## src/rtl/pipe_hazard_ctrl.sv

```systemverilog
// Hazard and sequencing controller for the 4-stage IF/DOF/EX/WB pipeline.
// Tracks the EX/WB destinations, stalls on RAW hazards, and flushes on taken branches.
module pipe_hazard_ctrl #(
  parameter int REG_AW    = 5,
  parameter int CNT_W     = 16,
  parameter int WB_HAZARD = 1
) (
  input  logic              CLOCK,
  input  logic              RESET,
  input  logic              DOF_VALID,
  input  logic [REG_AW-1:0] AA,
  input  logic [REG_AW-1:0] BA,
  input  logic              USE_A,
  input  logic              USE_B,
  input  logic              RW,
  input  logic [REG_AW-1:0] DA,
  input  logic              BR_TAKEN,
  output logic              STALL,
  output logic              BUBBLE,
  output logic              FLUSH,
  output logic [REG_AW-1:0] EX_DA_Q,
  output logic              EX_RW_Q,
  output logic [CNT_W-1:0]  STALL_CNT,
  output logic [CNT_W-1:0]  FLUSH_CNT
);

  localparam logic WB_EN = (WB_HAZARD != 0);

  logic              r_ex_rw, r_wb_rw;
  logic [REG_AW-1:0] r_ex_da, r_wb_da;
  logic [CNT_W-1:0]  r_stall_cnt, r_flush_cnt;

  logic w_match_a, w_match_b, w_hazard, w_stall, w_flush, w_bubble;

  // R0 is hardwired zero, so a write to it can never create a dependency.
  assign w_match_a = (AA != '0) &&
                     ((r_ex_rw && (r_ex_da == AA)) || (WB_EN && r_wb_rw && (r_wb_da == AA)));
  assign w_match_b = (BA != '0) &&
                     ((r_ex_rw && (r_ex_da == BA)) || (WB_EN && r_wb_rw && (r_wb_da == BA)));

  assign w_hazard = DOF_VALID && ((USE_A && w_match_a) || (USE_B && w_match_b));
  assign w_flush  = BR_TAKEN;
  // The squashed DOF instruction makes any stall pointless, so the branch wins.
  assign w_stall  = w_hazard && !BR_TAKEN;
  assign w_bubble = w_stall || w_flush || !DOF_VALID;

  // State advances on the falling edge, in step with the pipeline registers.
  always_ff @(negedge CLOCK) begin
    if (RESET) begin
      r_ex_rw     <= 1'b0;
      r_ex_da     <= '0;
      r_wb_rw     <= 1'b0;
      r_wb_da     <= '0;
      r_stall_cnt <= '0;
      r_flush_cnt <= '0;
    end else begin
      r_wb_rw <= r_ex_rw;
      r_wb_da <= r_ex_da;
      if (w_bubble) begin
        r_ex_rw <= 1'b0;
        r_ex_da <= '0;
      end else begin
        r_ex_rw <= RW;
        r_ex_da <= DA;
      end
      if (w_stall && (r_stall_cnt != '1)) r_stall_cnt <= r_stall_cnt + CNT_W'(1);
      if (w_flush && (r_flush_cnt != '1)) r_flush_cnt <= r_flush_cnt + CNT_W'(1);
    end
  end

  assign STALL     = w_stall;
  assign BUBBLE    = w_bubble;
  assign FLUSH     = w_flush;
  assign EX_DA_Q   = r_ex_da;
  assign EX_RW_Q   = r_ex_rw;
  assign STALL_CNT = r_stall_cnt;
  assign FLUSH_CNT = r_flush_cnt;

endmodule

```

## config.mk

```make
export PLATFORM = sky130hd
export DESIGN_NAME = pipe_hazard_ctrl
export DESIGN_NICKNAME = d
export VERILOG_FILES = /design/src/rtl/pipe_hazard_ctrl.sv
export SDC_FILE = /design/constraint.sdc
export NUM_CORES = 1
export LEC_CHECK = 0
export CAP_MARGIN = 20
export CORE_AREA = 2 2 75 77
export CTS_BUF_LIST = sky130_fd_sc_hd__clkbuf_8 sky130_fd_sc_hd__clkbuf_16
export CTS_CLUSTER_DIAMETER = 60
export DETAILED_ROUTE_END_ITERATION = 10
export DIE_AREA = 0 0 77 79
export PLACE_DENSITY = 0.73
export SLEW_MARGIN = 10
export SYNTH_ARGS = -nofsm -noshare
export SYNTH_HDL_FRONTEND = slang
export SYNTH_SLANG_ARGS = --single-unit
```

## constraint.sdc

```tcl
create_clock -name CLOCK -period 3.6 [get_ports CLOCK]
set_input_delay 0.72 -clock CLOCK [delete_from_list [all_inputs] [get_ports CLOCK]]
set_output_delay 0.72 -clock CLOCK [all_outputs]
set_load 0.01 [all_outputs]
```

==> qor.yml <==
grt_pass1_wl_mm: 10.2
yosysTopAreaCell: "dfxtp_1"
final_hold_viol_count: 0
r2r-start: "EX_DA_Q[1]"
hold_buffers: 0
numCtsBuffers: 5
ys_seq_area_share_pct: 38.7
drtAntennaViolNets: 0
vias_per_cell: 5.03
clk_latency_ns: 0.38
synth_top_area_share_pct: 38.7
utilization_pct: 71.1
worstSetupPathType: "flip-flop to output port"
synth_most_common_cell: "dfxtp_1"
pwr-share-seq_pct: 39.6
row_count: 27
first_pass_iters: 4
synth_cells: 252
internal_power_uw: 901
reg2reg_depth: 10
grt_max_degree: 20
endpoint_kind: "output port"
die_width_um: 77
min_path_type: "flip-flop to flip-flop"
slew_headroom_pct: 74.3
hold_end: "r_wb_rw"
gp_congestion: 0.851
switching_share_pct: 28.6
vias: 2445
worst_setup_path_start_kind: "flip-flop"
ir_drop_mv: 0.253
die_area_um2: 6080
syn-num-nets: 276
core_um2: 5340
crit_path_max_incr_delay_ns: 0.35
whs_path_depth: 1
design_area_um2: 3790
p_leak_nw: 1.78
grt_use_total_pct: 20.4
p_switching_uw: 361
slew_viol_final: 0
async_reset_ff_share_pct: 0
postLayoutSetupSlackWorst_ns: -0.663
clock_skew_ns: 0.0289
crit_arrival_ns: 3.54
place_hpwl_mm: 4.16
cts_root_buffer: "clkbuf_8"
io_pins: 63
drtIter0Drc: 114
rsz0062_at_grt: "true"
clock_sinks: 44
critPathRequiredTime_ns: 2.88
crit_slowest_cell: "dfxtp_4"
grt_pass1_vias: 2435
htreeDepth: 2
synth.top_cells.by_area: "dfxtp_1, xnor2_1, xor2_1"
cap_violations: 0
wire_per_inst_um: 12.7
syn_avg_cell_area_um2: 9.03
crit_top_cell: "buf_6"
synth-seq-cells: 44
finalNetCount: 437
synth_cell_types: 44
pwr-share-clk_pct: 50.9
antenna_cells: 0
r2r-end: "STALL_CNT[7]"
drive_gt1_share_pct: 33.1
wirelength_mm: 6.19
synth-edff-count: 0
power_density_nw_per_um2: 333
min_from: "EX_RW_Q"
outcome: "complete, but fails checks"
p_comb_share_pct: 9.5
crit_fanout: 4
cts_tree: "built"
tns_ns: -9.30
start_util_pct: 42.6
pre_cts_ws_ns: -1.06
netlist_area_um2: 2270
ctsLongestPathBuffers: 2
drc: 0
path_clk_slew_ns: 0.04
cp_cell_sequence: "xnor2_2 > nand4_1 > o22ai_2 > a22oi_4 > buf_6 > buf_6 > nand2_4 > buf_6"
p_total_mw: 1.26
tightest_slew_ns: 0.382
placed_cells: 422
antenna_found_initial: 0
placed_area_um2: 3310
grt_overflow: 0
violations: "negative setup slack"
ys.flop_type: "dfxtp_1"
final-setup-viol-count: 24
reg2reg_slack_ns: 1.44
instances_no_fill: 486
fp.dieH_um: 79
synth_commonest_cells: "dfxtp_1, xnor2_1, nor2_1"
hold_ws_ns: 0.498
yosysWarnings: 0
io_buffers: 62
area_growth_pct: 66.8
state kept, by name, summed over array words and instances (netlist names):
signal and cells:
EX_DA_Q 5, STALL_CNT 16, EX_RW_Q 1, r_wb_da 5, FLUSH_CNT 16, r_wb_rw 1
kinds of logic (layout without fill, tap and decap cells):
group | after synthesis | in the layout | share of synthesized area (%)
adder cells (fa/ha/maj) | 2 | 2 | 1.10
AND/OR/NAND/NOR | 107 | 107 | 27.0
XOR/XNOR | 34 | 34 | 13.1
buffers and inverters | 20 | 182 | 4.40
multiplexers | 3 | 3 | 1.59
AO/OA/AOI/OAI | 42 | 42 | 14.1
flip-flops | 44 | 44 | 38.7
final cells by class:
cell class                 count  area, µm²
clock buffer                   5       68.8
clock inverter                47        230
fill                         447       1540
inverter                       7       26.3
multi-input combinational    188       1450
sequential                    44        903
tap                           72       90.1
timing repair buffer         123       1030
power by group through the flow:
stage / logic (mW) / clock network (mW) / registers (mW)
after detailed placement: 0.113 / 0.0761 / 0.508
after CTS: 0.118 / 0.664 / 0.499
after global placement: 0.112 / 0.0761 / 0.507
after global routing: 0.131 / 0.727 / 0.499
final: 0.120 / 0.642 / 0.500
after floorplan: 0.0448 / 0.0761 / 0.510
critical path, delay by kind of cell, from the launching register on:
| family | cells | cell delay, ns |
|---|---|---|
| compound gates | 2 | 0.39 |
| xor+xnor | 1 | 0.12 |
| buf+inv | 3 | 0.35 |
| flops | 1 | 0.35 |
| simple gates | 2 | 0.16 |
timing repair:
item,4_1_cts,5_1_grt
hold endpoints to repair,0,0
pin swaps,24,9
gates cloned,0,0
endpoints found under the setup margin,74,35
resized for setup,134,22
buffers inserted,11,2
metal layers:
metal  global-route usage (%)  up-vias  share of wire [%]
li1                         -     1229                  -
met5                        0        -                  0
met4                     10.7        0                2.3
met1                     21.8     1138                 43
met2                     36.0       67                 50
met3                     6.70       11                5.2
worst max path at each step:
stage	from	to	slack, ns	cells after the start
4_1_cts	EX_DA_Q[0]	BUBBLE	-0.63	8
3_5_place_dp	BA[2]	STALL_CNT[2]	-1.06	6
3_3_place_gp	AA[1]	STALL_CNT[2]	-1.02	6
2_1_floorplan	AA[1]	STALL_CNT[14]	-0.48	6
6_report	EX_DA_Q[3]	BUBBLE	-0.66	8
5_1_grt	EX_DA_Q[1]	BUBBLE	-0.76	8
cells in the final DEF, fill, tap and decap left out, drive strengths merged, types with 2 or more instances in the layout:
cell | synthesis | layout
or3 | 2 | 2
bufinv | 0 | 2
clkdlybuf4s15 | 0 | 2
nor2 | 20 | 20
clkbuf | 7 | 11
ha | 2 | 2
clkdlybuf4s50 | 0 | 11
xnor2 | 21 | 21
nand2 | 13 | 13
nor3 | 4 | 4
xor2 | 13 | 13
nand3 | 13 | 13
a21oi | 15 | 15
buf | 5 | 73
o21a | 2 | 2
and3 | 7 | 7
a41o | 2 | 2
mux2 | 2 | 2
inv | 7 | 50
nand4 | 14 | 14
nor4b | 2 | 2
o31ai | 9 | 9
a31oi | 2 | 2
dfxtp | 44 | 44
o22ai | 2 | 2
o21ai | 3 | 3
and4 | 3 | 3
and2 | 9 | 9
or4 | 11 | 11
dlygate4sd2 | 0 | 31
o2111ai | 2 | 2
nor2b | 9 | 9
Note: power is estimated with default switching activity, not from simulation.
